[src/rtl/vram_link_pkg.sv]
// Shared types and constants for the 2-bit cartridge video/sound link.
// Used by the transmitter, its phase generator and the link interface.
package vram_link_pkg;

    localparam int LINK_NUM_PIXELS  = 19200;
    localparam int LINK_SOUND_SLOTS = 8;
    localparam int LINK_SOUND_W     = 16;
    localparam int LINK_PIX_W       = 2;

    typedef enum logic [1:0] {
        ST_IDLE,
        ST_SOUND,
        ST_PIXELS,
        ST_DONE
    } link_state_e;

    // Sound slot k carries bits [15-2k:14-2k] of the word.
    function automatic logic [LINK_PIX_W-1:0] sound_slot(
        input logic [LINK_SOUND_W-1:0] w,
        input logic [2:0]              k
    );
        logic [LINK_SOUND_W-1:0] s;
        s = w >> (4'd14 - {k, 1'b0});
        return s[LINK_PIX_W-1:0];
    endfunction

endpackage

[src/rtl/vram_link_tx_if.sv]
// Renderer-side handshake plus link pins of the video/sound transmitter.
// master = renderer/driver side, slave = transmitter.
interface vram_link_tx_if;
    import vram_link_pkg::*;

    logic                    start;
    logic [LINK_SOUND_W-1:0] sound_in;
    logic [LINK_PIX_W-1:0]   pix_data;
    logic                    pix_valid;
    logic                    pix_ready;
    logic                    wclk;
    logic [LINK_PIX_W-1:0]   din;
    logic                    write_en;
    logic                    busy;
    logic                    done;

    modport master (
        output start, sound_in, pix_data, pix_valid,
        input  pix_ready, wclk, din, write_en, busy, done
    );

    modport slave (
        input  start, sound_in, pix_data, pix_valid,
        output pix_ready, wclk, din, write_en, busy, done
    );

endinterface

[src/rtl/link_phase_gen.sv]
// Slot timer: CLK_DIV cycles of wclk low, then CLK_DIV cycles high.
// A new slot starts only on go without stall once the previous one ends.
module link_phase_gen #(
    parameter int CLK_DIV = 4
) (
    input  logic clk,
    input  logic rst,
    input  logic go,
    input  logic stall,
    output logic wclk,
    output logic low_start,
    output logic slot_end,
    output logic slot_free
);

    localparam int CW = (CLK_DIV > 1) ? $clog2(CLK_DIV) : 1;
    localparam logic [CW-1:0] LAST = CW'(CLK_DIV - 1);

    logic [CW-1:0] cnt_q, cnt_d;
    logic          wclk_q, wclk_d;
    logic          act_q, act_d;

    assign slot_end  = act_q & wclk_q & (cnt_q == LAST);
    assign slot_free = ~act_q | slot_end;
    assign low_start = go & ~stall & slot_free;
    assign wclk      = wclk_q;

    always_comb begin
        cnt_d  = cnt_q;
        wclk_d = wclk_q;
        act_d  = act_q;
        if (low_start) begin
            cnt_d  = '0;
            wclk_d = 1'b0;
            act_d  = 1'b1;
        end else if (act_q) begin
            if (cnt_q == LAST) begin
                cnt_d = '0;
                // Idle after the high phase keeps wclk low with no edge.
                if (wclk_q) begin
                    wclk_d = 1'b0;
                    act_d  = 1'b0;
                end else begin
                    wclk_d = 1'b1;
                end
            end else begin
                cnt_d = cnt_q + 1'b1;
            end
        end
    end

    always_ff @(posedge clk) begin
        if (rst) begin
            cnt_q  <= '0;
            wclk_q <= 1'b0;
            act_q  <= 1'b0;
        end else begin
            cnt_q  <= cnt_d;
            wclk_q <= wclk_d;
            act_q  <= act_d;
        end
    end

endmodule

[src/rtl/vram_link_tx.sv]
// Host-side transmitter: 8 sound slots then NUM_PIXELS pixel slots per frame
// on the 2-bit wclk/din/write_en link.
module vram_link_tx
    import vram_link_pkg::*;
#(
    parameter int NUM_PIXELS = LINK_NUM_PIXELS,
    parameter int CLK_DIV    = 4
) (
    input  logic          clk,
    input  logic          rst,
    vram_link_tx_if.slave link
);

    localparam int PCW = $clog2(NUM_PIXELS + 1);
    localparam logic [PCW-1:0] LAST_PIX = PCW'(NUM_PIXELS - 1);
    localparam int SW = $clog2(LINK_SOUND_SLOTS);
    localparam logic [SW-1:0] LAST_SND = SW'(LINK_SOUND_SLOTS - 1);

    link_state_e             state_q, state_d;
    logic [SW-1:0]           slot_q, slot_d;
    logic [PCW-1:0]          pix_cnt_q, pix_cnt_d;
    logic [LINK_SOUND_W-1:0] sound_q, sound_d;
    logic [LINK_PIX_W-1:0]   din_q, din_d;
    logic                    we_q, we_d;
    logic                    busy_q, busy_d;
    logic                    done_q, done_d;

    logic need_pix;
    logic go;
    logic stall;
    logic wclk;
    logic low_start;
    logic slot_end;
    logic slot_free;

    link_phase_gen #(
        .CLK_DIV (CLK_DIV)
    ) u_phase (
        .clk       (clk),
        .rst       (rst),
        .go        (go),
        .stall     (stall),
        .wclk      (wclk),
        .low_start (low_start),
        .slot_end  (slot_end),
        .slot_free (slot_free)
    );

    // The next slot needs a pixel: last sound slot or a non-final pixel slot.
    always_comb begin
        need_pix = 1'b0;
        go       = 1'b0;
        unique case (state_q)
            ST_IDLE: begin
                go = link.start;
            end
            ST_SOUND: begin
                need_pix = (slot_q == LAST_SND);
                go       = 1'b1;
            end
            ST_PIXELS: begin
                need_pix = (pix_cnt_q != LAST_PIX);
                go       = need_pix;
            end
            default: begin
                go = 1'b0;
            end
        endcase
        stall = need_pix & ~link.pix_valid;
    end

    always_comb begin
        state_d   = state_q;
        slot_d    = slot_q;
        pix_cnt_d = pix_cnt_q;
        sound_d   = sound_q;
        din_d     = din_q;
        we_d      = we_q;
        busy_d    = busy_q;
        done_d    = 1'b0;
        unique case (state_q)
            ST_IDLE: begin
                if (low_start) begin
                    sound_d   = link.sound_in;
                    din_d     = sound_slot(link.sound_in, 3'd0);
                    we_d      = 1'b0;
                    slot_d    = '0;
                    pix_cnt_d = '0;
                    busy_d    = 1'b1;
                    state_d   = ST_SOUND;
                end
            end
            ST_SOUND: begin
                if (low_start) begin
                    if (need_pix) begin
                        din_d     = link.pix_data;
                        we_d      = 1'b1;
                        pix_cnt_d = '0;
                        state_d   = ST_PIXELS;
                    end else begin
                        slot_d = slot_q + 1'b1;
                        din_d  = sound_slot(sound_q, 3'(slot_q + 1'b1));
                    end
                end
            end
            ST_PIXELS: begin
                if (slot_end && !need_pix) begin
                    din_d   = '0;
                    we_d    = 1'b0;
                    busy_d  = 1'b0;
                    done_d  = 1'b1;
                    state_d = ST_DONE;
                end else if (low_start) begin
                    din_d     = link.pix_data;
                    pix_cnt_d = pix_cnt_q + 1'b1;
                end
            end
            ST_DONE: begin
                state_d = ST_IDLE;
            end
            default: begin
                state_d = ST_IDLE;
            end
        endcase
    end

    always_ff @(posedge clk) begin
        if (rst) begin
            state_q   <= ST_IDLE;
            slot_q    <= '0;
            pix_cnt_q <= '0;
            sound_q   <= '0;
            din_q     <= '0;
            we_q      <= 1'b0;
            busy_q    <= 1'b0;
            done_q    <= 1'b0;
        end else begin
            state_q   <= state_d;
            slot_q    <= slot_d;
            pix_cnt_q <= pix_cnt_d;
            sound_q   <= sound_d;
            din_q     <= din_d;
            we_q      <= we_d;
            busy_q    <= busy_d;
            done_q    <= done_d;
        end
    end

    assign link.pix_ready = need_pix & slot_free;
    assign link.wclk      = wclk;
    assign link.din       = din_q;
    assign link.write_en  = we_q;
    assign link.busy      = busy_q;
    assign link.done      = done_q;

endmodule

[src/flat_wrapper.sv]
// flat-port wrapper written by rule: the top's interface ports become plain ports
module vram_link_tx_flat import vram_link_pkg::*;
#(
    parameter int NUM_PIXELS = LINK_NUM_PIXELS,
    parameter int CLK_DIV    = 4
)
  (clk, rst, link_start, link_sound_in, link_pix_data, link_pix_valid, link_pix_ready, link_wclk, link_din, link_write_en, link_busy, link_done);
  vram_link_tx_if link_i ();
  input  logic clk;
  input  logic rst;
  input wire logic [$bits(link_i.start)-1:0] link_start;
  input wire logic [$bits(link_i.sound_in)-1:0] link_sound_in;
  input wire logic [$bits(link_i.pix_data)-1:0] link_pix_data;
  input wire logic [$bits(link_i.pix_valid)-1:0] link_pix_valid;
  output wire logic [$bits(link_i.pix_ready)-1:0] link_pix_ready;
  output wire logic [$bits(link_i.wclk)-1:0] link_wclk;
  output wire logic [$bits(link_i.din)-1:0] link_din;
  output wire logic [$bits(link_i.write_en)-1:0] link_write_en;
  output wire logic [$bits(link_i.busy)-1:0] link_busy;
  output wire logic [$bits(link_i.done)-1:0] link_done;
  assign link_i.start = link_start;
  assign link_i.sound_in = link_sound_in;
  assign link_i.pix_data = link_pix_data;
  assign link_i.pix_valid = link_pix_valid;
  assign link_pix_ready = link_i.pix_ready;
  assign link_wclk = link_i.wclk;
  assign link_din = link_i.din;
  assign link_write_en = link_i.write_en;
  assign link_busy = link_i.busy;
  assign link_done = link_i.done;
  vram_link_tx #(.NUM_PIXELS(NUM_PIXELS), .CLK_DIV(CLK_DIV)) u_core (.clk(clk), .rst(rst), .link(link_i));
endmodule
[config.mk]
export PLATFORM = sky130hd
export DESIGN_NAME = vram_link_tx_flat
export DESIGN_NICKNAME = d
export VERILOG_FILES = /design/src/rtl/vram_link_pkg.sv /design/src/rtl/vram_link_tx_if.sv /design/src/rtl/link_phase_gen.sv /design/src/rtl/vram_link_tx.sv /design/src/flat_wrapper.sv
export SDC_FILE = /design/constraint.sdc
export NUM_CORES = 1
export LEC_CHECK = 0
export ABC_CLOCK_PERIOD_IN_PS = 2550
export CORE_MARGIN = 2
export CORE_UTILIZATION = 50
export DETAILED_ROUTE_END_ITERATION = 16
export GPL_TIMING_DRIVEN = 0
export PLACE_DENSITY = 0.72
export SLEW_MARGIN = 40
export SYNTH_ARGS = -nofsm -noshare
export SYNTH_HDL_FRONTEND = slang
export SYNTH_SLANG_ARGS = --single-unit
[constraint.sdc]
create_clock -name clk -period 2.55 [get_ports clk]
set_input_delay 0.255 -clock clk [delete_from_list [all_inputs] [get_ports clk]]
set_output_delay 0.255 -clock clk [all_outputs]
set_load 0.1 [all_outputs]
Word level (Yosys, flattened, before mapping)
Cells that the tools add are included.

storage, ports and cells
  register bits = 45
  logic and storage cells = 93

cells by class
  add/sub/neg operators = 4
  equality and inequality tests = 14
  shifts and indexed selects = 1
  muxes and demuxes = 36
  bitwise logic cells = 11
  reductions and logical operators = 16

operators by type and width
  cell                   count
  $mux 15                5
  $pmux 15 s3            1
  $mux 2                 10
  $shr 16x4->2           1
  $add 15x1->15 const B  1
  $ne 15x15->1 const B   1
  $reduce_and 4->1       3
  $mux 1                 10
  $ne 2x1->1 const B     5
  $mux 3                 3
  $pmux 2 s4             1
  $and 1x1->1            6
  $eq 2x2->1 const B     3
  $pmux 1 s3             2
  $pmux 2 s3             1
  $pmux 3 s2             1
  $reduce_and 6->1       1
  $reduce_and 5->1       1
  $ne 2x2->1 const B     2
  $not 1->1              4
  $pmux 1 s2             2
  $reduce_and 2->1       2
  $reduce_bool 2->1      2
  $reduce_or 2->1        2
  12 further kinds       12

Logic depth before layout (Yosys ltp)
  depth after elaboration = 9
  depth in mapped cells = 11
  mapped depth without buffers = 8

Modules after synthesis
Synthesis repeated with hierarchy kept, for this count alone.

unflattened totals
  cells, all modules = 285
  area total of the unflattened synthesis = 2516.2 um2

modules (own cells, without submodules)
  module          times used  cells an instance  area each (um2)  seq. area each (um2)
  vram_link_tx    1           263                2327.2           820.8
  link_phase_gen  1           22                 188.9            80.1

Least setup slack after synthesis
No wires, ideal clock.

  path kind = reg-to-output
  from = reg u_core.u_phase.wclk_q, in the netlist u_core.u_phase.wclk
  to = out link_pix_ready
  arrival time = 2.608 ns
  slack = -0.313 ns
  stages on the path, launching flop included = 3
  buffers on the path = 0
  cell sequence = dfxtp_1 a21boi_0 nor2_1

between the ends
  cells in the longest elaborated chain, start to end = 4

ends and longest elaborated chain
  item                       line                  RTL
  from (decl)                link_phase_gen.sv:20  logic wclk_q, wclk_d;
  from (signal assigned)     link_phase_gen.sv:59  wclk_q <= wclk_d;
  $and 1x1->1 (2 in series)  link_phase_gen.sv:23  assign slot_end = act_q & wclk_q & (cnt_q == LAST);
  $or 1x1->1                 link_phase_gen.sv:24  assign slot_free = ~act_q | slot_end;
  $and 1x1->1                vram_link_tx.sv:149   assign link.pix_ready = need_pix & slot_free;
  to (decl)                  flat_wrapper.sv:15    output wire logic [$bits(link_i.pix_ready)-1:0] link_pix_ready;

Every way passes these cells.

Worst setup path after layout
  from = reg u_core.pix_cnt_q[0]
  to = reg u_core.state_q[0]

between the ends
  cells in the longest elaborated chain, start to end = 8

ends and longest elaborated chain
  item                          line                  RTL
  from (decl)                   vram_link_tx.sv:21    logic [PCW-1:0] pix_cnt_q, pix_cnt_d;
  from (signal assigned)        vram_link_tx.sv:140   pix_cnt_q <= pix_cnt_d;
  $ne 15x15->1 *                vram_link_tx.sv:62    need_pix = (pix_cnt_q != LAST_PIX);
  $pmux 1 s2                    vram_link_tx.sv:53    unique case (state_q)
  $and 1x1->1                   vram_link_tx.sv:69    stall = need_pix & ~link.pix_valid;
  $not 1->1                     link_phase_gen.sv:25  assign low_start = go & ~stall & slot_free;
  $and 1x1->1 (2 in series)     link_phase_gen.sv:25
  $ne 2x1->1 (no line)          -
  $reduce_and 4->1 (no line) *  -
  to (signal assigned)          vram_link_tx.sv:138   state_q <= state_d;
  to (decl)                     vram_link_tx.sv:19    link_state_e state_q, state_d;

Mark *: on every way between the ends. The rest lies on a longest branch, timed or not.
A chain may end at the register's enable or synchronous reset.

==> impl_metrics.xml <==
<?xml version="1.0" encoding="UTF-8"?>
<metrics>
  <group name="run_status">
    <metric name="run_status" unit="">complete, no violations</metric>
  </group>
  <group name="finish">
    <metric name="final_nets" unit="">353</metric>
    <metric name="antenna_cells" unit="">0</metric>
    <metric name="layout.core_utilization" unit="%">62.9</metric>
    <metric name="layout-drive-gt1-share" unit="%">17.0</metric>
    <metric name="area_delta_synth_final" unit="%">20.4</metric>
    <metric name="final_cells" unit="">390</metric>
  </group>
  <group name="clocking">
    <metric name="cts.root.buffer_cell" unit="">sky130_fd_sc_hd__clkbuf_8</metric>
    <metric name="cts_buffer_depth" unit="">2</metric>
    <metric name="numClockSinks" unit="">45</metric>
    <metric name="tritoncts_clock_tree" unit="">done</metric>
    <metric name="worst_skew_pair_latency" unit="ns">0.29</metric>
    <metric name="cts_inserted_buffers" unit="">5</metric>
    <metric name="cts.hold.buffers_added" unit="">0</metric>
    <metric name="clk_pin_slew_worst_paths" unit="ns">0.09</metric>
    <metric name="cts_htree_levels" unit="">2</metric>
  </group>
  <group name="synthesis">
    <metric name="synth_most_common_cell" unit="">sky130_fd_sc_hd__dfxtp_1</metric>
    <metric name="predominant_post_synthesis_flop_cell" unit="">sky130_fd_sc_hd__dfxtp_1</metric>
    <metric name="synth.net_count" unit="">314</metric>
    <metric name="synthDistinctLibCells" unit="">55</metric>
    <metric name="synthAdderAreaFrac" unit="%">4.53</metric>
    <metric name="synth_top_cell_area_share" unit="%">36.3</metric>
    <metric name="post_synthesis_instance_area" unit="um2">2480</metric>
    <metric name="syn_inst" unit="">283</metric>
    <metric name="synth_top_family_by_area" unit="">compound AO/OA/AOI/OAI gates</metric>
    <metric name="synth.cells.most_frequent" unit="">sky130_fd_sc_hd__dfxtp_1 (45), sky130_fd_sc_hd__nand2_1 (35), sky130_fd_sc_hd__a21oi_1 (32), sky130_fd_sc_hd__nand3_1 (23)</metric>
    <metric name="ys_ff_latch" unit="">45</metric>
    <metric name="ys_seq_area_share" unit="%">36.3</metric>
    <metric name="synthDominantAreaCellType" unit="">sky130_fd_sc_hd__dfxtp_1</metric>
    <metric name="synth_mux_area_share" unit="%">6.95</metric>
    <metric name="synth_xor_area_share" unit="%">0.353</metric>
    <metric name="ys_top_cells_by_area" unit="">sky130_fd_sc_hd__dfxtp_1 (36%), sky130_fd_sc_hd__a21oi_1 (6.4%), sky130_fd_sc_hd__nand2_1 (5.3%)</metric>
    <metric name="ys_async_sr_fraction" unit="%">0</metric>
    <metric name="synth_warnings" unit="">0</metric>
    <metric name="edff_count_synth" unit="">0</metric>
    <metric name="synth_compound_area_share" unit="%">24.4</metric>
    <metric name="postSynthAreaPerCell" unit="um2">8.78</metric>
    <metric name="yosys.area_share.simple" unit="%">22.2</metric>
  </group>
  <group name="grt">
    <metric name="global_route.usage.total" unit="%">22.8</metric>
    <metric name="initial_antenna_violation_count" unit="">0</metric>
    <metric name="first_global_vias" unit="">2034</metric>
    <metric name="aggregate_global_routing_overflow" unit="">0</metric>
    <metric name="grt_start_max_net_pins" unit="">15</metric>
    <metric name="grt_pass1_wl" unit="um">9740</metric>
  </group>
  <group name="min_path">
    <metric name="min_path_type" unit="">reg2reg</metric>
  </group>
  <group name="setup_path">
    <metric name="worstPathMaxFanout" unit="">6</metric>
    <metric name="crit_arrival" unit="ns">2.62</metric>
    <metric name="flop2flop_setup_slack" unit="ns">0.15</metric>
    <metric name="startpoint_type" unit="">register</metric>
    <metric name="required" unit="ns">2.76</metric>
    <metric name="critPathKind" unit="">reg2reg</metric>
    <metric name="cp-end-kind" unit="">register</metric>
  </group>
  <group name="flow_run">
    <metric name="max-cap-violations" unit="">0</metric>
  </group>
  <group name="detailed_routing">
    <metric name="finalWirelength" unit="um">6060</metric>
    <metric name="drt-pass1-iter-count" unit="">4</metric>
    <metric name="drc_violation_count_after_routing" unit="">0</metric>
    <metric name="route.vias.total" unit="">2242</metric>
    <metric name="postRouteAntennaNets" unit="">0</metric>
    <metric name="dr.first_iter.drc_count" unit="">169</metric>
    <metric name="detail_route.vias_per_cell" unit="">5.75</metric>
    <metric name="dr_wl_cell" unit="um">15.5</metric>
  </group>
  <group name="die">
    <metric name="die_width" unit="um">74.5</metric>
    <metric name="fp.coreArea" unit="um2">4750</metric>
    <metric name="initial_core_util" unit="%">52.2</metric>
    <metric name="dieHeight" unit="um">74.5</metric>
    <metric name="pin_count" unit="">29</metric>
    <metric name="die_footprint" unit="um2">5550</metric>
    <metric name="num_rows" unit="">25</metric>
  </group>
  <group name="timing">
    <metric name="rsz0062_at_grt" unit="">false</metric>
    <metric name="finalSetupViolations" unit="">0</metric>
    <metric name="final-hold-violation-count" unit="">0</metric>
    <metric name="layout_worst_path_cycle_share" unit="%">94.2</metric>
    <metric name="worst_clock_skew" unit="ns">0.00762</metric>
    <metric name="worst-slew-pin-transition" unit="ns">0.597</metric>
    <metric name="maxClockFrequency" unit="MHz">416</metric>
    <metric name="final.hold.worst_slack" unit="ns">0.461</metric>
    <metric name="min_period" unit="ns">2.40</metric>
    <metric name="report.final.slew_viol_count" unit="">0</metric>
    <metric name="max-slew-margin-rel" unit="%">60.2</metric>
  </group>
  <group name="placement">
    <metric name="post-place-cells" unit="">377</metric>
    <metric name="place.gp.congestion" unit="">0.872</metric>
    <metric name="numPortBuffers" unit="">27</metric>
    <metric name="hpwl" unit="um">4260</metric>
  </group>
  <group name="pwr">
    <metric name="leakage" unit="nW">1.06</metric>
    <metric name="vdd.ir_drop.worst" unit="mV">0.614</metric>
    <metric name="pwr_density_cell" unit="nW/um2">998</metric>
  </group>
</metrics>
## routing by layer
metal	wire length (um)	part of all wire, %	track usage, %	vias to the layer above
met5	0	0	0	-
met2	2660	44	32.3	58
li1	-	-	-	1136
met4	59	0.97	6.94	0
met3	276	4.6	4.47	6
met1	3070	51	34.9	1042
## critical path, stage by stage, from the launching register on
cell and delay, ns:
sky130_fd_sc_hd__dfxtp_1 0.43, sky130_fd_sc_hd__ha_1 0.23, sky130_fd_sc_hd__and3_2 0.29, sky130_fd_sc_hd__nand4_4 0.10
sky130_fd_sc_hd__o31a_1 0.34, sky130_fd_sc_hd__buf_4 0.16, sky130_fd_sc_hd__or4_4 0.44, sky130_fd_sc_hd__o311a_1 0.15
sky130_fd_sc_hd__a211oi_2 0.18
## registers in the layout, indices dropped and copies added, names as in the netlist
register / flops
u_core.link.busy: 1
u_core.u_phase.cnt_q: 2
u_core.sound_q: 16
u_core.u_phase.wclk: 1
u_core.state_q: 2
u_core.pix_cnt_q: 15
u_core.link.write_en: 1
u_core.link.done: 1
u_core.slot_q: 3
u_core.u_phase.act_q: 1
u_core.link.din: 2
## power breakdown
| part | switching, mW | internal (mW) | leakage, nW |
|---|---|---|---|
| combinational | 0.956 | 0.542 | 0.633 |
| clock | 0.250 | 0.319 | 0.0574 |
| sequential | 0.0822 | 0.835 | 0.366 |
## final cells by class
class	instances	area (um2)
clock buffers	6	82.6
inverters	14	56.3
multi-input cells	209	1480
clock inverters	2	37.5
repair buffers	32	275
well taps	67	83.8
plain buffers	15	78.8
fillers	437	1760
flip-flops and latches	45	901
## cell usage in the layout (no fill, tap or decap), types with 2 or more instances in the layout
master                            instances
sky130_fd_sc_hd__nand2b_1                 4
sky130_fd_sc_hd__and4bb_4                 2
sky130_fd_sc_hd__o221ai_1                 2
sky130_fd_sc_hd__buf_2                    9
sky130_fd_sc_hd__o21a_1                   2
sky130_fd_sc_hd__o21ai_0                  6
sky130_fd_sc_hd__a31oi_1                  3
sky130_fd_sc_hd__a21oi_1                 32
sky130_fd_sc_hd__nand2_1                 35
sky130_fd_sc_hd__a32oi_1                  2
sky130_fd_sc_hd__o211ai_1                 3
sky130_fd_sc_hd__buf_4                    7
sky130_fd_sc_hd__a211oi_1                 2
sky130_fd_sc_hd__nand3_1                 23
sky130_fd_sc_hd__mux2_2                   2
sky130_fd_sc_hd__buf_6                    2
sky130_fd_sc_hd__nor2_1                  12
sky130_fd_sc_hd__ha_1                     7
sky130_fd_sc_hd__and3_2                   2
sky130_fd_sc_hd__clkinvlp_4               2
sky130_fd_sc_hd__and3_1                   4
sky130_fd_sc_hd__o21ai_2                  2
sky130_fd_sc_hd__nor4_1                   2
sky130_fd_sc_hd__mux2i_1                  6
sky130_fd_sc_hd__clkbuf_8                 6
sky130_fd_sc_hd__clkdlybuf4s50_1         20
sky130_fd_sc_hd__inv_1                   12
sky130_fd_sc_hd__clkbuf_1                 9
sky130_fd_sc_hd__nor3_1                   9
sky130_fd_sc_hd__a31o_2                   2
sky130_fd_sc_hd__a211o_1                  2
sky130_fd_sc_hd__a311oi_1                 8
sky130_fd_sc_hd__and2_1                   2
sky130_fd_sc_hd__dfxtp_1                 45
sky130_fd_sc_hd__nand4_1                  3
sky130_fd_sc_hd__mux4_2                   4
## path summary, 6_finish.rpt
kind	from	endpoint	cells after the start
max	u_core.pix_cnt_q[0]	u_core.state_q[0]	8
min reg2reg	u_core.sound_q[3]	u_core.sound_q[3]	2
max reg2reg	u_core.pix_cnt_q[0]	u_core.state_q[0]	8
min	u_core.sound_q[3]	u_core.sound_q[3]	2
## cell families after synthesis
logic type,after synthesis
AND/OR/NAND/NOR,104
AO/OA/AOI/OAI,83
adder cells (fa/ha/maj),9
flip-flops,45
buffers and inverters,29
multiplexers,12
XOR/XNOR,1
## metrics by stage
stage                     area [um2]  power (mW)  setup WS, ns  setup TNS, ns
final                           2990        2.98         0.147              0
after global placement          2840        2.36        -0.509         -0.509
after CTS                       2930        2.93        0.0177              0
after global routing            2990        3.18        0.0118              0
after detailed placement        2810        2.35        0.0196              0
after floorplan                 2490        2.03        0.0670              0
## repair_timing
action / CTS / global route
gates cloned: 0 / 0
setup buffers: 0 / 5
resized for setup: 2 / 5
endpoints found under the setup margin: 2 / 35
No activity file was read; power rests on OpenSTA's default activity.
==> variant, RTL diff (same settings) <==
`LINK_SOUND_W`: 16 -> 12.
--- a/src/rtl/vram_link_pkg.sv
+++ b/src/rtl/vram_link_pkg.sv
@@ -5,5 +5,5 @@
     localparam int LINK_NUM_PIXELS  = 19200;
     localparam int LINK_SOUND_SLOTS = 8;
-    localparam int LINK_SOUND_W     = 16;
+    localparam int LINK_SOUND_W     = 12;
     localparam int LINK_PIX_W       = 2;
 
Interface: changed (resized link_sound_in); port bits go from 29 to 25. No check against the original RTL was run, so the function may have changed too.
==> variant against the original RTL <==
- power down 11%
- worst setup slack worse by 78 ps
- wire length down 19%
- count of clock-buffer cells in the layout unchanged
- non-clock buffer count down 7
- maximum frequency down 3.1%
- area after synthesis down 10%
- cell area down 11%
- clock skew about the same
- sequential cell count down 4
- critical path type unchanged
- largest cell class unchanged
==> variant: results <==
[run_status]
status = finished clean

[timing]
setup-violations-final = 0
finClkSkew_ps = 7.93
worst_slew_pin_slew_ps = 578
whs_ps = 456

[critical_path]
cp_max_fo = 5
cpPeakStageDelay_ps = 580
cp.arrival_ps = 2670
rrSetupSlack_ps = 70
slowest_stage = or4b_4
reg2regPathDepth = 6

[global_route]
grt_pass1_vias = 1843
grt_max_degree = 13
antenna_found_initial = 0
grt_pass1_wl_um = 8580
grt_use_total = 0.210

[clock_tree]
cts_root_buffer = clkbuf_8
cts_buffers = 5
clk_path_buf_depth = 2
worstSkewPairLatency_ps = 300
cts.htree.levels = 2
clk_pin_slew_worst_paths_ps = 80

[cells_and_area]
nNetsFinal = 327
drive_above_1_share = 0.163
top_regs = u_core.pix_cnt_q x15, u_core.sound_q x12, u_core.slot_q x3
fillers = 391
diodes = 0

[placed_design]
placed_cells = 344
dp_hpwl_um = 3610
portBuffers = 24
placed_cell_area_um2 = 2510
gp_routability_congestion = 0.903

[logic_synthesis]
ys_seq_area_frac = 0.368
synth_cell_types = 51
synth_area_leaders = dfxtp_1, a21oi_1, ha_1, nand2_1, nand3_1
syn_inst = 268
synthFlopType = dfxtp_1
syn-num-nets = 295
synth_commonest_cells = dfxtp_1, a21oi_1, nand2_1
yosys_warnings = 0
synth-async-reset-ratio = 0

[min_path]
hold_class = reg -> reg
worst_hold_path.num_cells = 2

[route]
drt-pass1-iter-count = 5
drtIter0Drc = 188
drt_wl_total_um = 4920
vias_per_cell = 5.79
vias = 2045

[power_and_ir_drop]
worst_ir_drop_vdd_mv = 0.665
leakagePower_nw = 1.02

[floorplan]
die_width_um = 70.8
[variant: cell count changes in the layout (fill, tap and decap cells not counted), sizes merged, moves of 4 or more]
cell,unedited run,this run
a311oi,9,0
a31oi,3,9
dfxtp,45,41
mux4,4,0
nand2,35,30
or2,0,4
[variant: report_power, final]
part | internal, mW | total, mW | leakage (nW) | switching [mW]
clock | 0.190 | 0.409 | 0.0450 | 0.220
combinational | 0.539 | 1.41 | 0.638 | 0.868
sequential | 0.761 | 0.839 | 0.334 | 0.0783
[variant: final timing paths]
kind | to | startpoint
worst max-delay path | u_core.pix_cnt_q[10]$_SDFFE_PP0P_ | u_core.pix_cnt_q[8]$_SDFFE_PP0P_
worst max register to register | u_core.pix_cnt_q[10]$_SDFFE_PP0P_ | u_core.pix_cnt_q[8]$_SDFFE_PP0P_
worst min register to register | u_core.sound_q[2]$_SDFFE_PP0P_ | u_core.sound_q[2]$_SDFFE_PP0P_
worst min-delay path | u_core.sound_q[2]$_SDFFE_PP0P_ | u_core.sound_q[2]$_SDFFE_PP0P_
[variant: cells by family (layout without fill, tap and decap cells)]
| kind of cell | count (synthesis) | after routing | share of synthesized area |
|---|---|---|---|
| buf+inv | 25 | 58 | 0.0521 |
| flops | 41 | 41 | 0.368 |
| xor+xnor | 1 | 1 | 0.00392 |
| fa+ha+maj | 9 | 9 | 0.0504 |
| compound gates | 78 | 78 | 0.243 |
| simple gates | 103 | 103 | 0.231 |
| mux | 11 | 11 | 0.0521 |
[variant: metrics by stage]
stage               total power [mW]  TNS (ps)  worst slack [ps]   util
CTS                             2.59         0              27.9  0.601
finish                          2.66         0              69.1  0.613
floorplan                       1.89         0               306      -
global placement                2.17      -395              -395  0.588
global route                    2.90         0              3.21  0.613
detailed placement              2.17         0               113  0.580
[variant: what timing repair did]
| item | CTS | global route |
|---|---|---|
| pin swaps | 0 | 5 |
| setup endpoints to repair | 1 | 20 |
| buffers inserted | 0 | 2 |
| gates resized for setup | 2 | 11 |
| hold endpoints to repair | 0 | 0 |
[variant: cell type report]
cell class	instances	area [um2]	area share
Tap cell	52	65.1	0.0246
Clock inverter	2	10.0	0.00378
Sequential cell	41	823	0.311
Buffer	14	77.6	0.0293
Inverter	10	37.5	0.0142
Clock buffer	6	72.6	0.0274
Multi-Input combinational cell	202	1340	0.505
Timing Repair Buffer	26	226	0.0855
[variant: metal layers]
layer / up-vias / GRT usage / part of all wire
li1: 1045 / - / -
met1: 935 / 0.310 / 0.49
met2: 56 / 0.313 / 0.44
met3: 9 / 0.0313 / 0.044
met4: 0 / 0.0755 / 0.020
met5: - / 0 / 0
[variant: critical path: cells and delay by family, from the launching register on]
family	cells	cell delay (ps)
AOI/OAI and AO/OA	4	1340
and+or+nand+nor	2	680
DFF	1	350
